**src/rtl/trace_capture_if.sv**
```systemverilog
// Trace capture port bundle: processor sample inputs and the trace FIFO output handshake.
// master = stimulus/consumer side, slave = trace_capture.
interface trace_capture_if;
    logic [15:0] curr_pc;
    logic [15:0] curr_instr;
    logic        trace_en;
    logic        out_valid;
    logic        out_ready;
    logic [15:0] out_pc;
    logic [15:0] out_instr;
    logic [7:0]  out_seq;
    logic [7:0]  overflow_cnt;
    logic        halted;

    modport master (
        output curr_pc, curr_instr, trace_en, out_ready,
        input  out_valid, out_pc, out_instr, out_seq, overflow_cnt, halted
    );

    modport slave (
        input  curr_pc, curr_instr, trace_en, out_ready,
        output out_valid, out_pc, out_instr, out_seq, overflow_cnt, halted
    );
endinterface

```
**src/rtl/trace_capture.sv**
```systemverilog
// Processor PC/instruction trace capture into a DEPTH-entry FIFO with halt detection and drop counting.
// Optional TRACE_FILTER_EN: skip samples whose PC repeats the previously sampled PC.
module trace_capture #(
    parameter int unsigned DEPTH      = 16,
    parameter logic [15:0] HALT_INSTR = 16'hE071
) (
    input  logic            clk,
    input  logic            reset,
    trace_capture_if.slave  bus
);
    localparam int unsigned AW = $clog2(DEPTH);
    localparam int unsigned PW = AW + 1;

    typedef enum logic [1:0] {
        IDLE    = 2'd0,
        CAPTURE = 2'd1,
        HALTED  = 2'd2
    } state_t;

    typedef struct packed {
        logic [15:0] pc;
        logic [15:0] instr;
        logic [7:0]  seq;
    } entry_t;

    state_t        state;
    state_t        state_n;
    entry_t        mem [DEPTH];
    entry_t        sample;
    entry_t        head;
    entry_t        head_n;
    logic [PW-1:0] wr_ptr;
    logic [PW-1:0] wr_ptr_n;
    logic [PW-1:0] rd_ptr;
    logic [PW-1:0] rd_ptr_n;
    logic [7:0]    seq_cnt;
    logic [7:0]    seq_cnt_n;
    logic [7:0]    ovf_cnt;
    logic [7:0]    ovf_cnt_n;
    logic          valid_q;
    logic          valid_n;
    logic          halted_q;
    logic          sample_take;
    logic          dup_pc;
    logic          full;
    logic          push;
    logic          pop;

`ifdef TRACE_FILTER_EN
    logic [15:0] prev_pc;
    logic        prev_pc_vld;

    assign dup_pc = prev_pc_vld && (bus.curr_pc == prev_pc);

    // Previous-PC tracker, forgotten whenever capture is left
    always_ff @(posedge clk or posedge reset) begin
        if (reset) begin
            prev_pc     <= '0;
            prev_pc_vld <= 1'b0;
        end else if (state_n != CAPTURE) begin
            prev_pc_vld <= 1'b0;
        end else if (sample_take) begin
            prev_pc     <= bus.curr_pc;
            prev_pc_vld <= 1'b1;
        end
    end
`else
    assign dup_pc = 1'b0;
`endif

    // State register
    always_ff @(posedge clk or posedge reset) begin
        if (reset) begin
            state <= IDLE;
        end else begin
            state <= state_n;
        end
    end

    // Next state and sample decision
    always_comb begin
        state_n     = state;
        sample_take = 1'b0;
        unique case (state)
            IDLE: begin
                if (bus.trace_en) begin
                    state_n = CAPTURE;
                end
            end
            CAPTURE: begin
                if (!bus.trace_en) begin
                    state_n = IDLE;
                end else if (!dup_pc) begin
                    sample_take = 1'b1;
                    if (bus.curr_instr == HALT_INSTR) begin
                        state_n = HALTED;
                    end
                end
            end
            HALTED: begin
                if (!bus.trace_en) begin
                    state_n = IDLE;
                end
            end
            default: state_n = IDLE;
        endcase
    end

    assign sample = '{pc: bus.curr_pc, instr: bus.curr_instr, seq: seq_cnt};
    assign full   = (wr_ptr[AW] != rd_ptr[AW]) && (wr_ptr[AW-1:0] == rd_ptr[AW-1:0]);
    assign pop    = valid_q && bus.out_ready;
    assign push   = sample_take && (!full || pop);

    // Next pointers, counters and head entry; head is preloaded so outputs come straight from flops
    always_comb begin
        wr_ptr_n  = wr_ptr + PW'(push);
        rd_ptr_n  = rd_ptr + PW'(pop);
        valid_n   = (wr_ptr_n != rd_ptr_n);
        seq_cnt_n = seq_cnt + 8'(sample_take);
        ovf_cnt_n = ovf_cnt;
        head_n    = head;
        if (sample_take && !push && (ovf_cnt != 8'hFF)) begin
            ovf_cnt_n = ovf_cnt + 8'd1;
        end
        if (push && (wr_ptr[AW-1:0] == rd_ptr_n[AW-1:0])) begin
            head_n = sample;
        end else if (valid_n) begin
            head_n = mem[rd_ptr_n[AW-1:0]];
        end
    end

    always_ff @(posedge clk or posedge reset) begin
        if (reset) begin
            wr_ptr   <= '0;
            rd_ptr   <= '0;
            seq_cnt  <= '0;
            ovf_cnt  <= '0;
            head     <= '0;
            valid_q  <= 1'b0;
            halted_q <= 1'b0;
        end else begin
            wr_ptr   <= wr_ptr_n;
            rd_ptr   <= rd_ptr_n;
            seq_cnt  <= seq_cnt_n;
            ovf_cnt  <= ovf_cnt_n;
            head     <= head_n;
            valid_q  <= valid_n;
            halted_q <= (state_n == HALTED);
        end
    end

    // Storage needs no reset: validity is carried by the pointers
    always_ff @(posedge clk) begin
        if (push) begin
            mem[wr_ptr[AW-1:0]] <= sample;
        end
    end

    assign bus.out_valid    = valid_q;
    assign bus.out_pc       = head.pc;
    assign bus.out_instr    = head.instr;
    assign bus.out_seq      = head.seq;
    assign bus.overflow_cnt = ovf_cnt;
    assign bus.halted       = halted_q;

endmodule

```
**src/flat_wrapper.sv**
```systemverilog
// flat-port wrapper written by rule: the top's interface ports become plain ports
module trace_capture_flat 
#(
    parameter int unsigned DEPTH      = 16,
    parameter logic [15:0] HALT_INSTR = 16'hE071
)
  (clk, reset, bus_curr_pc, bus_curr_instr, bus_trace_en, bus_out_ready, bus_out_valid, bus_out_pc, bus_out_instr, bus_out_seq, bus_overflow_cnt, bus_halted);
  trace_capture_if bus_i ();
  input  logic clk;
  input  logic reset;
  input wire logic [$bits(bus_i.curr_pc)-1:0] bus_curr_pc;
  input wire logic [$bits(bus_i.curr_instr)-1:0] bus_curr_instr;
  input wire logic [$bits(bus_i.trace_en)-1:0] bus_trace_en;
  input wire logic [$bits(bus_i.out_ready)-1:0] bus_out_ready;
  output wire logic [$bits(bus_i.out_valid)-1:0] bus_out_valid;
  output wire logic [$bits(bus_i.out_pc)-1:0] bus_out_pc;
  output wire logic [$bits(bus_i.out_instr)-1:0] bus_out_instr;
  output wire logic [$bits(bus_i.out_seq)-1:0] bus_out_seq;
  output wire logic [$bits(bus_i.overflow_cnt)-1:0] bus_overflow_cnt;
  output wire logic [$bits(bus_i.halted)-1:0] bus_halted;
  assign bus_i.curr_pc = bus_curr_pc;
  assign bus_i.curr_instr = bus_curr_instr;
  assign bus_i.trace_en = bus_trace_en;
  assign bus_i.out_ready = bus_out_ready;
  assign bus_out_valid = bus_i.out_valid;
  assign bus_out_pc = bus_i.out_pc;
  assign bus_out_instr = bus_i.out_instr;
  assign bus_out_seq = bus_i.out_seq;
  assign bus_overflow_cnt = bus_i.overflow_cnt;
  assign bus_halted = bus_i.halted;
  trace_capture #(.DEPTH(DEPTH), .HALT_INSTR(HALT_INSTR)) u_core (.clk(clk), .reset(reset), .bus(bus_i));
endmodule
```
**config.mk**
```make
export PLATFORM = sky130hd
export DESIGN_NAME = trace_capture_flat
export DESIGN_NICKNAME = d
export VERILOG_FILES = /design/src/rtl/trace_capture_if.sv /design/src/rtl/trace_capture.sv /design/src/flat_wrapper.sv
export SDC_FILE = /design/constraint.sdc
export NUM_CORES = 1
export LEC_CHECK = 0
export BUFFER_PORTS_ARGS = -buffer_cell sky130_fd_sc_hd__buf_2
export CAP_MARGIN = 30
export CORE_AREA = 2 2 323 293
export DETAILED_ROUTE_END_ITERATION = 8
export DIE_AREA = 0 0 325 295
export MAX_ROUTING_LAYER = met4
export PLACE_DENSITY = 0.42
export SETUP_SLACK_MARGIN = 0.02
export SYNTH_ARGS = -nofsm -noshare
export SYNTH_HDL_FRONTEND = slang
export SYNTH_SLANG_ARGS = --single-unit
```
**constraint.sdc**
```tcl
create_clock -name clk -period 11 [get_ports clk]
set_input_delay 1.65 -clock clk [delete_from_list [all_inputs] [get_ports clk]]
set_output_delay 1.65 -clock clk [all_outputs]
set_load 0.02 [all_outputs]
```
* Yosys cells after proc, flatten, opt, wreduce, memory -nomap -nowiden
Memory sizes are Yosys's and may differ from the RTL's. A register that Yosys moved wholly into a read port is not among the register bits.
Cells that the tools add are included.
** Operators by class
- Add/sub/neg operators :: 4
- Eq/ne operators :: 9
- Mux-type cells :: 9
- Reductions and logical operators :: 11
** Operator list (number)
- $eq A16 B16 Y1 const B :: 1
- $add A5 B1 Y5 :: 2
- $add A8 B1 Y8 :: 1
- $add A8 B1 Y8 const B :: 1
- $eq A4 B4 Y1 :: 2
- $mux W2 :: 4
- $ne A8 B8 Y1 const B :: 1
- $logic_and A1 B1 Y1 :: 6
- $pmux W2 S3 :: 1
- $ne A5 B5 Y1 :: 1
- $eq A2 B2 Y1 const B :: 2
- $mux W1 :: 4
- $eq A2 B1 Y1 const B :: 1
- $logic_not A1 Y1 :: 2
- $logic_not A2 Y1 :: 1
- $reduce_bool A2 Y1 :: 1
- $logic_or A1 B1 Y1 :: 1
- $ne A1 B1 Y1 :: 1
** Storage, ports and cells
- Register bits after elaboration :: 30
- Memory bits (writable) :: 640
- Memories kept :: 1
** Memory list
- u_core.mem :: words 16, width 40, read ports 1, clocked after memory_dff 1, write ports 1, line trace_capture.sv:28 : entry_t mem [DEPTH];

* Logic depth before layout (Yosys ltp)
Gate-level depths: netlist of the first run.
- Depth in word-level cells :: 8
- Gate-level depth with buffers :: 16
- Depth with buffers taken out :: 12

* Worst setup path after synthesis of the first run
No wires, ideal clock.
- Path type :: input -> register
- Start point :: input bus_out_ready
- End point :: memory u_core.mem[0][0] in the netlist's numbering (enable)
- Arrival time :: 6.289 ns
- Required time :: 10.449 ns
- Path slack :: 4.160 ns
- Cell stages on the path :: 5
- Buffers on the path :: 0
- Cell sequence :: and2_1 or4_1 o21ai_2 nor2_1 nor4b_1
** Between the ends
- Longest elaborated chain between the ends :: 5
** Ends and longest elaborated chain
- from (decl) :: line flat_wrapper.sv:14 : input wire logic [$bits(bus_i.out_ready)-1:0] bus_out_ready;
- $logic_and A1 B1 Y1 :: line trace_capture.sv:111 : assign pop = valid_q && bus.out_ready;
- $logic_or A1 B1 Y1 :: line trace_capture.sv:112 : assign push = sample_take && (!full || pop);
- $logic_and A1 B1 Y1 :: line trace_capture.sv:112
- $mux W1 :: line trace_capture.sv:154 : if (push) begin
- $mux W1 (not written as such) :: line trace_capture.sv:155 : mem[wr_ptr[AW-1:0]] <= sample;
- to (decl) :: line trace_capture.sv:28
Every way passes these cells.

* Worst setup path after layout of the first run
- Start point :: input bus_out_ready
- End point :: register u_core.head, in the netlist u_core.bus.out_instr[12]
** Between the ends
- Longest elaborated chain between the ends :: 6
- Elaborated cells between the ends (all ways) :: 9
- Classes of those cells :: add/sub: 2; eq/ne: 2; reduce/logical: 5
** Ends and longest elaborated chain
- $logic_and A1 B1 Y1 :: line trace_capture.sv:111
- $logic_or A1 B1 Y1 :: line trace_capture.sv:112
- $logic_and A1 B1 Y1 :: line trace_capture.sv:112
- $add A5 B1 Y5 :: line trace_capture.sv:116 : wr_ptr_n = wr_ptr + PW'(push);
- named net u_core.wr_ptr_n[1] :: line trace_capture.sv:33 : logic [PW-1:0] wr_ptr_n;
- $ne A5 B5 Y1 :: line trace_capture.sv:118 : valid_n = (wr_ptr_n != rd_ptr_n);
- $reduce_bool A2 Y1 (no line)
- to (signal assigned) :: line trace_capture.sv:146 : head <= head_n;
- to (decl) :: line trace_capture.sv:30 : entry_t head;
The timed path passes the listed nets, and every way through them passes these cells.
A chain may end at the register's enable or synchronous reset.

==> impl_metrics.toml, run 1 <==
[timing]
worst_slack_ns = 6.167
hold_violations = 0
final.setup_skew_ns = 0.02148
finalCriticalPeriod_ns = 4.833
clock.fmax_mhz = 206.9
drv_slew = 0
setup_viol = 0
grt_setup_unrepaired = "no"
worst_slew_pin_slew_ns = 0.9383
relSlewSlack_pct = 37.30
fin_crit_sh_pct = 43.94
setup-tns-final_ns = 0

[synth]
synth-main-ff-cell = "edfxtp_1"
synth.cell_area_um2 = 27550
synth-compound-area-share_pct = 5.174
synth_area_leader_cell = "edfxtp_1"
yosys_warnings = 0
yosysMostFrequentCell = "edfxtp_1"
synthTopCellsByArea = "edfxtp_1, mux4_2, dfrtp_1"
syn_inst = 1588
synth_top_family_by_area = "multiplexers"
synthAdderAreaFrac_pct = 0.3180
synth_xor_area_share_pct = 1.176
avgSynthCellArea_um2 = 17.35
synthMuxAreaShare_pct = 9.416
synth_top_area_share_pct = 69.77
synth_seq_cells = 710
ys_types = 42
ys_top_cells_by_count = "edfxtp_1, nand2_1, mux4_2, dfrtp_1, a21oi_1"
syn-num-nets = 1631
yosys.area_share.simple_pct = 6.146
async_flop_share_pct = 9.859
yosysSeqAreaShare_pct = 76.13
synth_edf_count = 640

[cts]
cts_sinks = 710
cts_root_buf = "clkbuf_16"
cts_hold_buf = 0
cts_tree = "yes"
cts_made_buffers = 78
clk_pin_slew_worst_paths_ns = 0.06
h-tree-depth = 3
cts_resized = 0
insertion_delay_ns = 0.63
cts_buffer_depth = 3
postCtsSetupBuffers = 0

[global_routing]
grtUsageTotal_pct = 16.69
grt-ovfl-total = 0
antenna_found_initial = 3
grt_max_degree = 84
grt_pass1_wl_mm = 111.8
grt_pass1_vias = 15199

[setup_path]
worst_r2r_path_depth = 14
path_cells = "buf_2, and2_1, or4_1, o21ai_2, inv_1, ha_1, xor2_1, xor2_1, nor2_1, and4_1, buf_4, inv_2, buf_4, o21ai_0, a21oi_1"
arrival_ns = 5.38
path_max_fanout = 45
rrSetupSlack_ns = 6.51
path_class = "input pin to flip-flop"
crit_family = "buffers and inverters"
reg2reg_to = "u_core.bus.out_instr[12]$_DFFE_PP0P_"
cp-end-kind = "flip-flop"
cpPeakStageDelay_ns = 0.59
cp-start-kind = "input pin"
reg2reg_from = "u_core.wr_ptr[1]$_DFF_PP0_"
crit_start = "bus_out_ready"
crit_slowest_cell = "buf_4"
crit_buf_inv = 5
cp.required_ns = 11.55

[drt]
dr.first_iter.drc_count = 1220
wl_mm = 77.18
dr_wl_met3_mm = 3.085
drc = 0
drtPass1Iterations = 5
wl_per_cell_um = 25.57
wl_met2_mm = 37.71
drtAntennaViolNets = 0
vias = 14801
top_layer_used = "met4"
viasPerCell = 4.903
met1_length_mm = 34.99

[placement]
dp_slack_ns = 5.534
dp_hpwl_mm = 40.59
io_buffers = 85
place_congestion = 0.7167

[floorplanning]
row_count = 106
fp.dieH_um = 295
die_x_um = 325
initial_utilization_pct = 29.80
fp.coreArea_um2 = 92440
die_area_um2 = 95880
io_pins = 86

[outcome]
status = "finished, final reports clean"

[power]
power_frac_comb_pct = 37.3
p_sw_mw = 3.435
power_per_cell_area_nw_per_um2 = 298.1
p_seq_share_pct = 36.0
pwr-share-clk_pct = 26.7
p_leak_nw = 10.70
ir_worst_vdd_mv = 0.2436
swShare_pct = 35.76
p_int_mw = 6.173

[hold_path]
hold_depth = 1
hold_start = "u_core.bus.overflow_cnt[4]$_DFFE_PP0P_"
hp-class = "flip-flop to flip-flop"
hold_end = "u_core.bus.overflow_cnt[4]$_DFFE_PP0P_"

[final_layout]
syn_to_final_growth_pct = 17.02
finalNetCount = 1753
drive_gt1_share_pct = 20.83

[flow_run]
drv_cap = 0
-- worst reg2reg max path, delay by kind of cell (launching register included) --
kind                     cells  cell delay [ns]
flip-flops                   1             0.56
adder cells (fa/ha/maj)      1             0.23
AO/OA/AOI/OAI                3             0.81
buffers and inverters        4             1.37
AND/OR/NAND/NOR              3             0.81
XOR/XNOR                     3             0.63
-- cell usage in the layout, fill, tap and decap left out, types with 20 or more instances in the layout --
master and n:
edfxtp_1 640, nand2_1 180, mux4_2 92, buf_2 86
clkbuf_16 82, dfrtp_1 70, a21oi_1 63, nand3_1 59
mux2i_1 51, a22o_1 46, buf_4 44, o21ai_1 38
clkbuf_1 32, nor2_1 30, nand4_1 25, and3_1 21
xnor2_1 20
-- power groups by stage --
stage,logic [mW],clock network (mW),registers (mW)
after global placement,3.61,0,3.51
after detailed placement,3.67,0,3.52
after CTS,3.67,2.64,3.46
after global routing,3.94,2.75,3.49
final,3.59,2.56,3.46
after floorplan,2.38,0,3.51
-- logic make-up after synthesis --
kind of cell             Yosys count
AO/OA/AOI/OAI                    219
multiplexers                     144
buffers and inverters            103
AND/OR/NAND/NOR                  371
XOR/XNOR                          34
flip-flops                       710
adder cells (fa/ha/maj)            7
-- flip-flops by register name, summed over array words and instances, names as in the netlist --
name and count:
u_core.bus.out_seq 8, u_core.rd_ptr 5, u_core.bus.out_valid 1, u_core.seq_cnt 8, u_core.mem 640, u_core.bus.halted 1
u_core.state 2, u_core.bus.out_instr 16, u_core.bus.overflow_cnt 8, u_core.wr_ptr 5, u_core.bus.out_pc 16
-- through the flow --
stage	power, mW	instances	instance area (um2)	util [%]	hold slack (ns)
final	9.608	3019	32240	34.87	0.5024
after global placement	7.121	2865	29620	32.04	0.4754
after CTS	9.776	3016	32210	34.85	0.5126
after detailed placement	7.184	2870	29710	32.14	0.5024
after global routing	10.17	3019	32240	34.87	0.5263
after floorplan	5.894	1588	27550	-	0.5064
-- worst max path at each step --
stage	slack [ns]	endpoint	cells after the start
detailed placement	5.53	u_core.bus.out_pc[7]$_DFFE_PP0P_	15
global route	5.99	u_core.bus.out_instr[12]$_DFFE_PP0P_	15
finish	6.17	u_core.bus.out_instr[12]$_DFFE_PP0P_	15
CTS	6.20	u_core.bus.out_instr[12]$_DFFE_PP0P_	15
global placement	5.59	u_core.bus.out_seq[0]$_DFFE_PP0P_	15
floorplan	4.16	u_core.mem[0][0]$_DFFE_PP_	5
-- layer usage --
layer / vias up / global-route usage [%]
met5: - / -
met4: 0 / 3.636
met3: 103 / 2.798
met2: 305 / 27.03
met1: 7883 / 22.19
li1: 6510 / -
-- area by class of cell --
cell class	count	area (um2)
clock inverter	27	257.7
clock buffer	119	2241
inverter	8	35.03
timing repair buffer	137	888.4
antenna	1	2.502
sequential	710	20970
multi-input combinational	775	6287
fill	8821	60210
tap	1242	1554
Power figures use the tool's default switching activity.
==> run 2, diff against run 1 <==
--- a/config.mk
+++ b/config.mk
@@ -11,7 +11,7 @@
 export DETAILED_ROUTE_END_ITERATION = 8
 export DIE_AREA = 0 0 325 295
 export MAX_ROUTING_LAYER = met4
-export PLACE_DENSITY = 0.42
+export PLACE_DENSITY = 0.44
 export SETUP_SLACK_MARGIN = 0.02
 export SYNTH_ARGS = -nofsm -noshare
 export SYNTH_HDL_FRONTEND = slang
==> constraint.sdc (replaced) <==
create_clock -name clk -period 4.2 [get_ports clk]
set_input_delay 0.63 -clock clk [delete_from_list [all_inputs] [get_ports clk]]
set_output_delay 0.63 -clock clk [all_outputs]
set_load 0.02 [all_outputs]
==> run 2 against run 1 <==
Compared with the run above: critical path depth is 3 lower; worst setup slack worse by 5.4 ns; cell count up 0.30%; largest cell class unchanged; combinational power grew to 2.7 times the previous value.
==> impl_metrics.toml, run 2 (synthesized netlist as in run 1, its figures left out) <==
[setup_path]
path_cells = "xor2_1, or4_1, o21ai_2, inv_1, ha_1, nand4_1, xor2_1, xnor2_1, and4_1, buf_4, a21oi_1, a21oi_1"
rrSetupSlack_ns = 0.73
crit_slowest_cell = "or4_1"
cp.required_ns = 4.75
path_class = "flip-flop to flip-flop"
cpPeakStageDelay_ns = 0.57
cp-start-kind = "flip-flop"
reg2reg_from = "u_core.rd_ptr[1]$_DFF_PP0_"
arrival_ns = 4.02
reg2reg_to = "u_core.bus.out_instr[11]$_DFFE_PP0P_"
path_max_fanout = 23
worst_r2r_path_depth = 12
cp-end-kind = "flip-flop"

[timing]
worst_slack_ns = 0.7279
finalCriticalPeriod_ns = 3.472
holdWs_ns = 0.1787
final.setup_skew_ns = 0.02128
worst_slew_pin_slew_ns = 0.9275
hold_violations = 0
setup_viol = 0
grt_setup_unrepaired = "no"
fin_crit_sh_pct = 82.67
setup-tns-final_ns = 0
relSlewSlack_pct = 38.02
drv_slew = 0
clock.fmax_mhz = 288.0

[global_routing]
grt-ovfl-total = 0
grtUsageTotal_pct = 16.31
grt_max_degree = 81
grt_pass1_vias = 15047
antenna_found_initial = 4
grt_pass1_wl_mm = 109.5

[outcome]
status = "finished, final reports clean"

[drt]
dr.first_iter.drc_count = 1218
vias = 14764
drtAntennaViolNets = 0
wl_mm = 75.76
viasPerCell = 4.876
drtPass1Iterations = 5
wl_per_cell_um = 25.02
drc = 0

[power]
p_total_mw = 25.38
p_leak_nw = 10.84
power_per_cell_area_nw_per_um2 = 780.6
ir_worst_vdd_mv = 0.4771

[placement]
place_area_um2 = 29930
place_congestion = 0.7173
dp_slack_ns = 0.5159
place_inst = 2880
io_buffers = 85
dp_hpwl_mm = 38.75

[cts]
cts_hold_buf = 0
h-tree-depth = 3
clk_pin_slew_worst_paths_ns = 0.06
cts_resized = 0
cts_root_buf = "clkbuf_16"
cts_made_buffers = 79
cts_buffer_depth = 3
postCtsSetupBuffers = 0
cts_sinks = 710
cts_tree = "yes"
insertion_delay_ns = 0.63

[flow_run]
drv_cap = 0

[final_layout]
syn_to_final_growth_pct = 18.01
final_common_cell = "edfxtp_1"
post-route-util_pct = 35.17
drive_gt1_share_pct = 21.64
stdcell_count = 3028
num-fill-cells = 8803
final_cell_area_um2 = 32510
finalNetCount = 1762
largest_reg_flops = 640
layout_common_cells = "edfxtp_1, nand2_1, mux4_2, buf_2, clkbuf_16"

[floorplanning]
initial_utilization_pct = 29.80
fp.coreArea_um2 = 92440
fp.dieH_um = 295
die_x_um = 325
die_area_um2 = 95880
row_count = 106
io_pins = 86

[hold_path]
hp-class = "input pin to asynchronous set/reset pin"
[run 2: worst max path at each step]
stage	startpoint	end	slack [ns]	cells after the start
3_5_place_dp	bus_out_ready	u_core.bus.out_instr[14]$_DFFE_PP0P_	0.52	13
2_1_floorplan	bus_out_ready	u_core.mem[4][0]$_DFFE_PP_	-1.17	4
6_report	u_core.rd_ptr[1]$_DFF_PP0_	u_core.bus.out_instr[11]$_DFFE_PP0P_	0.73	12
4_1_cts	u_core.rd_ptr[1]$_DFF_PP0_	u_core.bus.out_instr[11]$_DFFE_PP0P_	0.71	12
3_3_place_gp	bus_out_ready	u_core.bus.out_instr[10]$_DFFE_PP0P_	0.60	13
5_1_grt	u_core.rd_ptr[1]$_DFF_PP0_	u_core.bus.out_instr[11]$_DFFE_PP0P_	0.47	12
[run 2: critical path, delay by kind of cell (launching register included)]
kind                       cells  cell delay [ns]
xor gates and xnor gates       3             0.53
AOI/OAI and AO/OA              3             0.71
DFF                            1             0.43
and+or+nand+nor                3             0.92
buffers and inverters          2             0.56
adders and majority gates      1             0.25
[run 2: cell type report]
| cell class | instances | area (um2) | share of cell area [%] |
|---|---|---|---|
| Clock buffer | 109 | 2276 | 7.001 |
| Sequential cell | 710 | 20970 | 64.51 |
| Antenna cell | 2 | 5.005 | 0.01540 |
| Inverter | 8 | 35.03 | 0.1078 |
| Timing Repair Buffer | 145 | 1054 | 3.241 |
| Multi-Input combinational cell | 775 | 6315 | 19.42 |
| Tap cell | 1242 | 1554 | 4.780 |
| Clock inverter | 37 | 300.3 | 0.9237 |
[run 2: where the power goes]
group | total [mW] | switching (mW) | internal [mW]
clock network | 6.81 | 2.78 | 4.04
registers | 9.00 | 0.487 | 8.51
logic | 9.57 | 5.75 | 3.82
total | 25.4 | 9.01 | 16.4
[run 2: routing by layer]
layer	part of all wire [%]	vias up	track usage, %	wire (um)
li1	-	6531	-	-
met1	45	7809	21.32	33880
met2	49	317	26.71	37330
met3	3.9	107	2.516	2940
met4	2.1	0	4.212	1607
met5	0	-	-	0
